$ cat src/rtl/riscv_rst_pkg.sv
// rtl/riscv_rst_pkg.sv - shared types and helpers for the reset sequencer
//
// Purpose: state encoding of the reset sequencer and a width helper.
// Ports:   none (package).

package riscv_rst_pkg;

  typedef enum logic [1:0] {
    RST_ALL = 2'd0,
    HOLD    = 2'd1,
    CLK_UP  = 2'd2,
    RUN     = 2'd3
  } rst_state_t;

  function automatic int max3(input int a, input int b, input int c);
    int m;
    m = (a > b) ? a : b;
    return (m > c) ? m : c;
  endfunction

endpackage

$ cat src/rtl/riscv_debounce.sv
// rtl/riscv_debounce.sv - synchroniser plus stable-count debouncer for a raw input
//
// Purpose: synchronises raw_i and accepts a level change only after the
//          synchronised value has differed from the accepted level for
//          DEBOUNCE consecutive cycles.
// Ports:
//   clk_i    in   1  source clock
//   x_reset  in   1  asynchronous active-low reset
//   raw_i    in   1  raw asynchronous input (idle high)
//   level_o  out  1  debounced level, 1 during reset
//   fall_o   out  1  one-cycle pulse on the cycle level_o becomes 0

module riscv_debounce #(
  parameter int SYNC_STAGES = 2,
  parameter int DEBOUNCE    = 16,
  parameter int CW          = $clog2(DEBOUNCE + 1)
) (
  input  logic clk_i,
  input  logic x_reset,
  input  logic raw_i,
  output logic level_o,
  output logic fall_o
);

  localparam logic [CW-1:0] CNT_LAST = CW'(DEBOUNCE - 1);
  localparam logic [CW-1:0] CNT_MAX  = '1;

  logic [SYNC_STAGES-1:0] sync_q;
  logic [CW-1:0]          cnt_q;
  logic                   synced;

  assign synced = sync_q[SYNC_STAGES-1];

  always_ff @(posedge clk_i or negedge x_reset) begin
    if (!x_reset) begin
      sync_q  <= '0;
      cnt_q   <= '0;
      level_o <= 1'b1;
      fall_o  <= 1'b0;
    end else begin
      sync_q <= {sync_q[SYNC_STAGES-2:0], raw_i};
      fall_o <= 1'b0;
      if (synced == level_o) begin
        cnt_q <= '0;
      end else if (cnt_q == CNT_LAST) begin
        // Last differing cycle of the window: accept the new level.
        level_o <= synced;
        cnt_q   <= '0;
        fall_o  <= ~synced;
      end else if (cnt_q != CNT_MAX) begin
        cnt_q <= cnt_q + 1'b1;
      end
    end
  end

endmodule

$ cat src/rtl/riscv_rst_gen.sv
// rtl/riscv_rst_gen.sv - staged reset sequencer for the clock divider and core
//
// Purpose: merges board reset, a debounced reset button and a core software
//          reset request into two staged active-low resets. The divider reset
//          releases HOLD cycles after a trigger, the core reset SETTLE cycles
//          after that.
// Ports:
//   clk_i         in   1  fast source clock
//   x_reset       in   1  asynchronous active-low reset
//   btn_i         in   1  raw reset button, active-low, bouncing
//   sw_rst_req_i  in   1  software reset request level (divided-clock domain)
//   x_clk_rst_o   out  1  active-low reset to the clock divider
//   x_core_rst_o  out  1  active-low reset to the core
//   rst_done_o    out  1  high only while the sequence is complete (RUN)

module riscv_rst_gen #(
  parameter int SYNC_STAGES = 2,
  parameter int DEBOUNCE    = 16,
  parameter int HOLD        = 32,
  parameter int SETTLE      = 8
) (
  input  logic clk_i,
  input  logic x_reset,
  input  logic btn_i,
  input  logic sw_rst_req_i,
  output logic x_clk_rst_o,
  output logic x_core_rst_o,
  output logic rst_done_o
);

  import riscv_rst_pkg::*;

  // The parameter HOLD shadows the state literal of the same name, so state
  // literals are always written package-qualified.
  localparam int CW = $clog2(max3(HOLD, SETTLE, DEBOUNCE) + 1);
  localparam logic [CW-1:0] HOLD_LAST   = CW'(HOLD - 1);
  localparam logic [CW-1:0] SETTLE_LAST = CW'(SETTLE - 1);

  logic btn_level;
  logic btn_fall;

  riscv_debounce #(
    .SYNC_STAGES (SYNC_STAGES),
    .DEBOUNCE    (DEBOUNCE),
    .CW          (CW)
  ) u_btn_debounce (
    .clk_i   (clk_i),
    .x_reset (x_reset),
    .raw_i   (btn_i),
    .level_o (btn_level),
    .fall_o  (btn_fall)
  );

  logic [SYNC_STAGES-1:0] sw_sync_q;
  logic                   sw_prev_q;
  logic                   sw_edge;

  always_ff @(posedge clk_i or negedge x_reset) begin
    if (!x_reset) begin
      sw_sync_q <= '0;
      sw_prev_q <= 1'b0;
    end else begin
      sw_sync_q <= {sw_sync_q[SYNC_STAGES-2:0], sw_rst_req_i};
      sw_prev_q <= sw_sync_q[SYNC_STAGES-1];
    end
  end

  assign sw_edge = sw_sync_q[SYNC_STAGES-1] & ~sw_prev_q;

  rst_state_t    state_q, state_d;
  logic [CW-1:0] cnt_q, cnt_d, cnt_inc;
  logic          clk_rst_d, core_rst_d, done_d;
  logic          trigger;

  // A software request only counts once the core is actually running.
  assign trigger = btn_fall | (sw_edge & (state_q == riscv_rst_pkg::RUN));
  assign cnt_inc = (cnt_q == '1) ? cnt_q : cnt_q + 1'b1;

  always_ff @(posedge clk_i or negedge x_reset) begin
    if (!x_reset) begin
      state_q      <= riscv_rst_pkg::RST_ALL;
      cnt_q        <= '0;
      x_clk_rst_o  <= 1'b0;
      x_core_rst_o <= 1'b0;
      rst_done_o   <= 1'b0;
    end else begin
      state_q      <= state_d;
      cnt_q        <= cnt_d;
      x_clk_rst_o  <= clk_rst_d;
      x_core_rst_o <= core_rst_d;
      rst_done_o   <= done_d;
    end
  end

  always_comb begin
    state_d    = state_q;
    cnt_d      = cnt_q;
    clk_rst_d  = x_clk_rst_o;
    core_rst_d = x_core_rst_o;
    done_d     = rst_done_o;
    if (trigger) begin
      state_d    = riscv_rst_pkg::RST_ALL;
      cnt_d      = '0;
      clk_rst_d  = 1'b0;
      core_rst_d = 1'b0;
      done_d     = 1'b0;
    end else begin
      unique case (state_q)
        riscv_rst_pkg::RST_ALL: begin
          cnt_d      = '0;
          clk_rst_d  = 1'b0;
          core_rst_d = 1'b0;
          done_d     = 1'b0;
          if (btn_level) state_d = riscv_rst_pkg::HOLD;
        end
        riscv_rst_pkg::HOLD: begin
          if (cnt_q == HOLD_LAST) begin
            state_d   = riscv_rst_pkg::CLK_UP;
            clk_rst_d = 1'b1;
            cnt_d     = '0;
          end else begin
            cnt_d = cnt_inc;
          end
        end
        riscv_rst_pkg::CLK_UP: begin
          if (cnt_q == SETTLE_LAST) begin
            state_d    = riscv_rst_pkg::RUN;
            core_rst_d = 1'b1;
            done_d     = 1'b1;
            cnt_d      = '0;
          end else begin
            cnt_d = cnt_inc;
          end
        end
        riscv_rst_pkg::RUN: begin
          state_d = riscv_rst_pkg::RUN;
        end
        default: state_d = riscv_rst_pkg::RST_ALL;
      endcase
    end
  end

endmodule

$ cat config.mk
export PLATFORM = sky130hd
export DESIGN_NAME = riscv_rst_gen
export DESIGN_NICKNAME = d
export VERILOG_FILES = /design/src/rtl/riscv_rst_pkg.sv /design/src/rtl/riscv_debounce.sv /design/src/rtl/riscv_rst_gen.sv
export SDC_FILE = /design/constraint.sdc
export NUM_CORES = 1
export LEC_CHECK = 0
export BUFFER_PORTS_ARGS = -buffer_cell sky130_fd_sc_hd__buf_2
export CORE_MARGIN = 10
export CORE_UTILIZATION = 48
export DETAILED_ROUTE_END_ITERATION = 6
export HOLD_SLACK_MARGIN = 0.02
export PLACE_DENSITY = 0.77
export SLEW_MARGIN = 0
export SYNTH_ARGS = -nofsm -noshare
export SYNTH_HDL_FRONTEND = slang
export SYNTH_SLANG_ARGS = --single-unit
$ cat constraint.sdc
create_clock -name clk_i -period 2 [get_ports clk_i]
set_clock_uncertainty 0.1 [all_clocks]
set_input_delay 0.3 -clock clk_i [delete_from_list [all_inputs] [get_ports clk_i]]
set_output_delay 0.3 -clock clk_i [all_outputs]
set_load 0.02 [all_outputs]
### Word-level counts from Yosys, hierarchy flattened

Cells that the tools add are included.

* register bits after elaboration: 23
* output and inout bits: 3
* logic and storage cells: 60

* $add $sub $neg: 2
* equal/unequal tests: 12
* mux-type cells: 21
* bitwise operators: 6
* reduce and logical (&&, ||, !) cells: 9

Operator list (count)
* $mux W6: 7
* $pmux W6 S3: 1
* $add A6 B1 Y6 const B: 2
* $reduce_bool A3 Y1: 3
* $mux W2: 4
* $pmux W2 S4: 1
* $eq A6 B3 Y1 const B: 1
* $eq A6 B4 Y1 const B: 1
* $eq A6 B5 Y1 const B: 1
* $eq A6 B6 Y1 const B: 1
* $mux W1: 6
* $ne A3 B3 Y1 const B: 2
* $ne A6 B6 Y1 const B: 1
* $reduce_and A2 Y1: 3
* $eq A2 B2 Y1 const B: 2
* $pmux W1 S2: 2
* $reduce_bool A4 Y1: 1
* $ne A3 B2 Y1 const B: 1
* $not A1 Y1: 3
* $reduce_and A3 Y1: 1
* $and A1 B1 Y1: 2
* $eq A2 B1 Y1 const B: 1
* $logic_not A2 Y1: 1
* $eq A1 B1 Y1: 1
* $or A1 B1 Y1: 1

### Logic depth before layout (Yosys ltp)

Gate-level depths: netlist of the first run.

* depth after elaboration: 6
* depth in mapped cells: 8
* gate-level depth less buffers: 7

### By module

From an unflattened synthesis of the first run, not the netlist that was laid out.

* cells, all modules: 119
* area, all modules: 1211.2 um^2

Modules (own cells, without submodules)
* riscv_rst_gen: instances 1, cells an instance 74, area an instance 724.4 um^2, seq. area each 325.3 um^2
* riscv_debounce: instances 1, cells an instance 45, area an instance 486.7 um^2, seq. area each 251.5 um^2

### Worst setup path before layout of the first run

Ideal clock, no wire load.

* kind: register to register
* start: reg state_q[0]
* end: reg cnt_q[4]
* library setup time: 0.125 ns
* data arrival time: 1.756 ns
* data required time: 1.775 ns
* setup slack: 0.019 ns
* cell stages (with the launch flop): 8
* buffers on the path: 1
* period minus slack after synthesis: 1.981 ns
* cells stage by stage: dfrtp_1 ha_1 and3b_1 or2_4 or4_4 buf_6 a41oi_1 a21oi_1

* cells in the longest elaborated chain, start to end: 4
* elaborated cells on any way between the ends: 9
* classes of those cells: eq/ne: 3; mux: 2; bitwise: 2; reduce/logical: 2

Ends and longest elaborated chain
* start, declared: line riscv_rst_gen.sv:70 `rst_state_t state_q, state_d;`
* start signal, assigned: line riscv_rst_gen.sv:81 `state_q <= riscv_rst_pkg::RST_ALL;`
* start signal, assigned: line riscv_rst_gen.sv:87 `state_q <= state_d;`
* $eq A2 B2 Y1: line riscv_rst_gen.sv:76 `assign trigger = btn_fall | (sw_edge & (state_q == riscv_rst_pkg::RUN));`
* $and A1 B1 Y1: line riscv_rst_gen.sv:76
* $or A1 B1 Y1: line riscv_rst_gen.sv:76
* $reduce_bool A4 Y1 (no source line) / $mux W6 (equally long branches)
* end signal, assigned: line riscv_rst_gen.sv:88 `cnt_q <= cnt_d;`
* end, declared: line riscv_rst_gen.sv:71 `logic [CW-1:0] cnt_q, cnt_d, cnt_inc;`

Parallel ways exist; a longest one is shown, timed or not.
A chain may end at the register's enable or synchronous reset.

### Worst setup path after layout of the first run

Same ends and word-level chain as after synthesis.

==> impl_metrics.ini, run 1 <==
[synthesis]
synthTopCellsByArea = dfrtp_1 45%, ha_1 7.2%, a21oi_1 4.9%
yosysSeqAreaShare_pct = 47.5
ys_warn_count = 0
synth.avg_cell_area_um2 = 9.64
synth_top_area_share_pct = 45.3
ys_ff_latch = 23
yosysUniqueCellTypes = 35
synth_cells = 126
yosys.area_share.simple_pct = 21.3
synth_nets = 137
synth_compound_area_share_pct = 16.1
synthXorXnorAreaFrac_pct = 1.44
synth_ff_type = dfrtp_1
synthArstFlopShare_pct = 100
synth_fa_ha_area_share_pct = 7.21
synth_top_family_by_area = simple AND/OR/NAND/NOR gates
yosysTopAreaCell = dfrtp_1
muxShareOfSynthArea_pct = 1.65
syn-cell-area_um2 = 1210
synth_edf_count = 0

[detailed_routing]
via_per_inst = 5.83
num_vias = 974
drt-total-wl_mm = 2.43
drc_errors = 0
antenna_left = 0
first_pass_iters = 4
wl_per_cell_um = 14.5
drtIter0Drc = 96

[sta]
maxSlewHeadroom_pct = 62.1
layout_min_cycle_time_ns = 2.02
whs_ns = 0.268
hold_viol_final = 0
fin_crit_sh_pct = 101
setup_violations = 1
rsz0062_at_grt = true
worst_slack_ns = -0.0188
tightestPinTransition_ns = 0.565
final-max-slew-violation-count = 0
fmax_ghz = 0.495

[power_and_ir_drop]
power_mw = 1.14
p_leak_nw = 0.591
power_density_nw_per_um2 = 836
vdd_drop_max_v = 0.000751

[grt]
overflow = 0
grt_pass1_vias = 900
antenna_found_initial = 0
grt_pass1_wl_mm = 4.00
groute.usage.overall_pct = 9.64
grt_max_degree = 24

[clock_network]
clock-sinks = 23
cts_root_buf = clkbuf_4
h-tree-depth = 1
cts_tree = built
clock_latency_ns = 0.31
path_clk_slew_ns = 0.12
clk_path_buf_depth = 2
cts_buffers = 3

[critical_path]
crit_chain = ha_2 -> and3b_1 -> or2_4 -> or4_4 -> a41oi_2 -> a21oi_1
crit_path_top_delay_cell = or4_4
cp.arrival_ns = 2.13
crit_family = simple AND/OR/NAND/NOR gates
crit_type = reg -> reg
max_stage_delay_ns = 0.48
critPathLaunchType = flop
path_depth = 6
required_ns = 2.11
end_kind = flop
path_buf_inv = 0
reg2regPathDepth = 6
path_max_fanout = 7

[floorplanning]
coreArea_um2 = 2450
fp.dieH_um = 70.3
pin_count = 7
die_area_um2 = 4940
fp-row-count = 18
start_util_pct = 49.5
die_w_um = 70.3

[status]
status = finished with violations
violations = setup timing

[finish]
fin_area_um2 = 1360
drive_gt1_share_pct = 18.2
fin_cells = 167
antenna_cells = 0
syn_to_final_growth_pct = 11.8
finalNetCount = 149
fill_cells = 208

[place]
post-place-ws_ns = -0.00859
io_buffers = 6
dp_cells = 160
gp_congestion = 0.806
dpl-instance-area_um2 = 1270
dpl.hpwl_mm = 1.69

[hold_path]
holdPathStages = 0
hold_class = reg -> reg

[flow_run]
maxCapViolCount = 0
-- kinds of logic after synthesis --
logic type	count (synthesis)
muxes	2
and+or+nand+nor	48
buffers and inverters	12
AOI/OAI and AO/OA	32
adders and majority gates	7
xor gates and xnor gates	2
DFF	23
-- cells in the mapped netlist, types with 3 or more instances --
| cell type | number |
|---|---|
| nor3_1 | 4 |
| nand2b_1 | 3 |
| o21ai_0 | 12 |
| nand2_1 | 9 |
| dfrtp_1 | 22 |
| nand3_1 | 8 |
| a21oi_1 | 12 |
| ha_1 | 7 |
| nor2_1 | 10 |
| inv_1 | 7 |
-- per-stage QoR --
| step | TNS (ns) | utilization (%) |
|---|---|---|
| after floorplan | 0 | - |
| after global placement | 0 | 51.8 |
| after detailed placement | -0.00859 | 51.8 |
| after CTS | -0.0173 | 54.5 |
| after global routing | -0.169 | 55.4 |
| final | -0.0188 | 55.4 |
-- cell type report --
| cell class | count | area, µm² | area share (%) |
|---|---|---|---|
| Inverter | 7 | 26.3 | 1.93 |
| Tap cell | 30 | 37.5 | 2.76 |
| Timing Repair Buffer | 12 | 82.6 | 6.08 |
| Clock buffer | 3 | 22.5 | 1.66 |
| Clock inverter | 1 | 5.00 | 0.368 |
| Multi-Input combinational cell | 91 | 608 | 44.8 |
| Sequential cell | 23 | 577 | 42.4 |
-- flip-flops by register name, indices dropped and copies added (netlist names) --
| signal | cells |
|---|---|
| u_btn_debounce.cnt_q | 6 |
| cnt_q | 6 |
| rst_done_o | 1 |
| sw_sync_q | 2 |
| state_q | 2 |
| x_clk_rst_o | 1 |
| u_btn_debounce.fall_o | 1 |
| u_btn_debounce.level_o | 1 |
| sw_prev_q | 1 |
| u_btn_debounce.sync_q | 2 |
-- layout by cell type (no fill, tap or decap), drive strengths merged --
cell and instances:
dfrtp 22, o21ai 12, a21oi 12, nor2 10
nand2 9, buf 9, nand3 8, inv 7
ha 7, nor3 4, nand2b 3, clkbuf 3
dlygate4sd3 3, nor3b 2, xnor2 2, nand3b 2
and3 2, mux2i 2, and2 2, and3b 1
or2 1, or4 1, or3 1, o22a 1
and4b 1, a21boi 1, o22ai 1, a2bb2oi 1
a32o 1, a31oi 1, nand4b 1, a41oi 1
o31ai 1, clkinv 1, dfstp 1
-- per-layer routing --
metal	up-vias	global-route usage, %	part of all wire, %
met5	-	0	0
met4	0	3.73	0.78
met3	2	3.81	5.6
met2	26	15.8	51
met1	481	10.9	43
li1	465	-	-
-- final timing paths --
check,endpoint,slack (ns),from
max,cnt_q[4]$_DFFE_PN0P_,-0.02,state_q[0]$_DFFE_PN0P_
min,sw_sync_q[1]$_DFF_PN0_,0.27,sw_sync_q[0]$_DFF_PN0_
max reg2reg,cnt_q[4]$_DFFE_PN0P_,-0.02,state_q[0]$_DFFE_PN0P_
min reg2reg,sw_sync_q[1]$_DFF_PN0_,0.27,sw_sync_q[0]$_DFF_PN0_
max in group asynchronous,u_btn_debounce.level_o$_DFFE_PN1P_,1.07,x_reset
min in group asynchronous,x_clk_rst_o$_DFFE_PN0P_,0.37,x_reset
-- timing repair --
item,CTS,global route
pin swaps,0,2
setup buffers,0,0
setup endpoints to repair,4,8
endpoints found under the hold margin,24,0
hold buffers,3,0
gates resized for setup,2,6
-- where the power goes --
| group | internal (mW) | leakage [nW] | switching (mW) |
|---|---|---|---|
| clock | 0.0749 | 0.0177 | 0.135 |
| combinational | 0.185 | 0.278 | 0.211 |
| sequential | 0.496 | 0.295 | 0.0335 |
| total | 0.757 | 0.591 | 0.379 |
No activity file was read; power rests on OpenSTA's default activity.
==> run 2, diff against run 1 <==
PLACE_DENSITY = 0.73   (was 0.77)
==> run 2 against run 1 <==
  * The run now ends clean
  * Highest routed layer unchanged
  * Sequential share of layout area shrank 0.31 points
  * Final cell count up 1.2%
  * Die area is the same
  * Critical path type unchanged
  * Critical endpoint is now cnt_q[0]$_DFFE_PN0P_
  * Combinational power increased by 2%
  * Clock power is 9% higher
  * Design area rose by 0.74%
  * Sequential cell count did not move
  * Sequential power barely moved
  * First-iteration DRC count fell by 52%
  * Via count decreased by 4.2%
==> impl_metrics.ini, run 2 (synthesized netlist as in run 1, its figures left out) <==
[finish]
antenna_cells = 0
biggestRegsByFlops = cnt_q: 6 flops, u_btn_debounce.cnt_q: 6 flops
layout_commonest_cell = dfrtp_1
final_cell_mix = 22 x dfrtp_1, 12 x o21ai_0, 11 x a21oi_1, 10 x nor2_1, 9 x nand2_1
drive_gt1_share_pct = 18.7
fin_util_pct = 55.8
finalNetCount = 151
fill_cells = 209
syn_to_final_growth_pct = 12.7

[detailed_routing]
first_pass_iters = 5
num_vias = 933
antenna_left = 0
drc_errors = 0
via_per_inst = 5.52
drt-total-wl_mm = 2.35
drtIter0Drc = 46
wl_per_cell_um = 13.9

[clock_network]
clock_latency_ns = 0.33
path_clk_slew_ns = 0.13
h-tree-depth = 1
clock-sinks = 23
cts_root_buf = clkbuf_4
cts_tree = built
clk_path_buf_depth = 2
cts_buffers = 3

[sta]
whs_ns = 0.278
tightestPinTransition_ns = 0.496
final-max-slew-violation-count = 0
layout_min_cycle_time_ns = 1.97
setup_violations = 0
hold_viol_final = 0
rsz0062_at_grt = true
fmax_ghz = 0.506
fin_crit_sh_pct = 98.7
maxSlewHeadroom_pct = 67.0

[hold_path]
hold_end = u_btn_debounce.sync_q[1]$_DFF_PN0_
hold_class = reg -> reg
holdPathStages = 0
worstHoldStart = u_btn_debounce.sync_q[0]$_DFF_PN0_

[power_and_ir_drop]
p_leak_nw = 0.595
power_density_nw_per_um2 = 849
vdd_drop_max_v = 0.000675

[grt]
grt_max_degree = 24
grt_pass1_wl_mm = 4.23
groute.usage.overall_pct = 10.2
overflow = 0
antenna_found_initial = 0
grt_pass1_vias = 958

[critical_path]
path_max_fanout = 7
max_stage_delay_ns = 0.47
path_buf_inv = 0
cp.arrival_ns = 2.14
crit_path_top_delay_cell = or4_4
required_ns = 2.17
crit_type = reg -> reg
path_depth = 6
r2r-start = state_q[1]$_DFFE_PN0P_
critPathLaunchType = flop
r2r_setup_slack_ns = 0.03
crit_family = simple AND/OR/NAND/NOR gates
r2r_end = cnt_q[0]$_DFFE_PN0P_
end_kind = flop
crit_chain = ha_2 -> and3b_1 -> or2_4 -> or4_4 -> a21boi_4 -> mux2i_1
reg2regPathDepth = 6

[floorplanning]
die_w_um = 70.3
coreArea_um2 = 2450
die_area_um2 = 4940
pin_count = 7
start_util_pct = 49.5
fp-row-count = 18
fp.dieH_um = 70.3

[place]
dpl.hpwl_mm = 1.66
io_buffers = 6
gp_congestion = 0.839

[flow_run]
maxCapViolCount = 0

[status]
status = finished clean
==> run 2: changes by cell type in the layout (fill, tap and decap cells not counted), sizes merged <==
cell | before | now
buf | 9 | 11
==> run 2: where the power goes <==
group / internal, mW / leakage [nW] / switching (mW)
sequential: 0.496 / 0.295 / 0.0325
combinational: 0.199 / 0.282 / 0.206
clock: 0.0753 / 0.0177 / 0.153
==> run 2: worst reg2reg max path, delay by kind of cell, from the launching register on <==
kind	cells	cell delay (ns)
flip-flops	1	0.46
AO/OA/AOI/OAI	1	0.17
multiplexers	1	0.14
adder cells (fa/ha/maj)	1	0.19
AND/OR/NAND/NOR	3	0.87
==> run 2: stage by stage <==
| stage | TNS, ns | total power [mW] | instances | setup slack [ns] | instance area, µm² |
|---|---|---|---|---|---|
| 2_1_floorplan | 0 | 0.845 | 126 | 0.0188 | 1210 |
| 3_3_place_gp | 0 | 0.882 | 161 | 0.0669 | 1280 |
| 3_5_place_dp | 0 | 0.898 | 161 | 0.00526 | 1280 |
| 4_1_cts | 0 | 1.15 | 169 | 0.0113 | 1350 |
| 5_1_grt | -0.158 | 1.23 | 169 | -0.0592 | 1370 |
| 6_report | 0 | 1.16 | 169 | 0.0250 | 1370 |
==> run 2: layout make-up <==
cell class / instances / area [µm²] / area share [%]
repair buffers: 14 / 97.6 / 7.13
flip-flops and latches: 23 / 577 / 42.1
inverters: 7 / 26.3 / 1.92
multi-input cells: 91 / 603 / 44.1
clock inverters: 1 / 5.00 / 0.366
well taps: 30 / 37.5 / 2.74
clock buffers: 3 / 22.5 / 1.65
==> run 2: worst max-delay path by stage <==
| stage | slack (ns) | endpoint | from |
|---|---|---|---|
| 6_report | 0.03 | cnt_q[0]$_DFFE_PN0P_ | state_q[1]$_DFFE_PN0P_ |
| 2_1_floorplan | 0.02 | cnt_q[4]$_DFFE_PN0P_ | state_q[0]$_DFFE_PN0P_ |
| 3_3_place_gp | 0.07 | cnt_q[4]$_DFFE_PN0P_ | state_q[0]$_DFFE_PN0P_ |
| 5_1_grt | -0.06 | state_q[0]$_DFFE_PN0P_ | cnt_q[0]$_DFFE_PN0P_ |
| 3_5_place_dp | 0.005 | cnt_q[4]$_DFFE_PN0P_ | state_q[0]$_DFFE_PN0P_ |
| 4_1_cts | 0.01 | cnt_q[0]$_DFFE_PN0P_ | state_q[0]$_DFFE_PN0P_ |
==> run 2: repair_timing <==
| action | 4_1_cts | 5_1_grt |
|---|---|---|
| hold endpoints to repair | 24 | 0 |
| endpoints found under the setup margin | 1 | 8 |
| hold buffers | 3 | 0 |
| resized for setup | 1 | 6 |
| pin swaps | 0 | 1 |
| buffers inserted | 1 | 0 |
==> run 2: layer usage <==
layer  track usage, %  routed length, µm  share of wire (%)  up-vias
li1                 -                  -                  -      472
met1             11.1               1070                 45      445
met2             17.2               1160                 49       11
met3             2.12                 61                2.6        5
met4             7.02                 62                2.6        0
met5                0                  0                  0        -
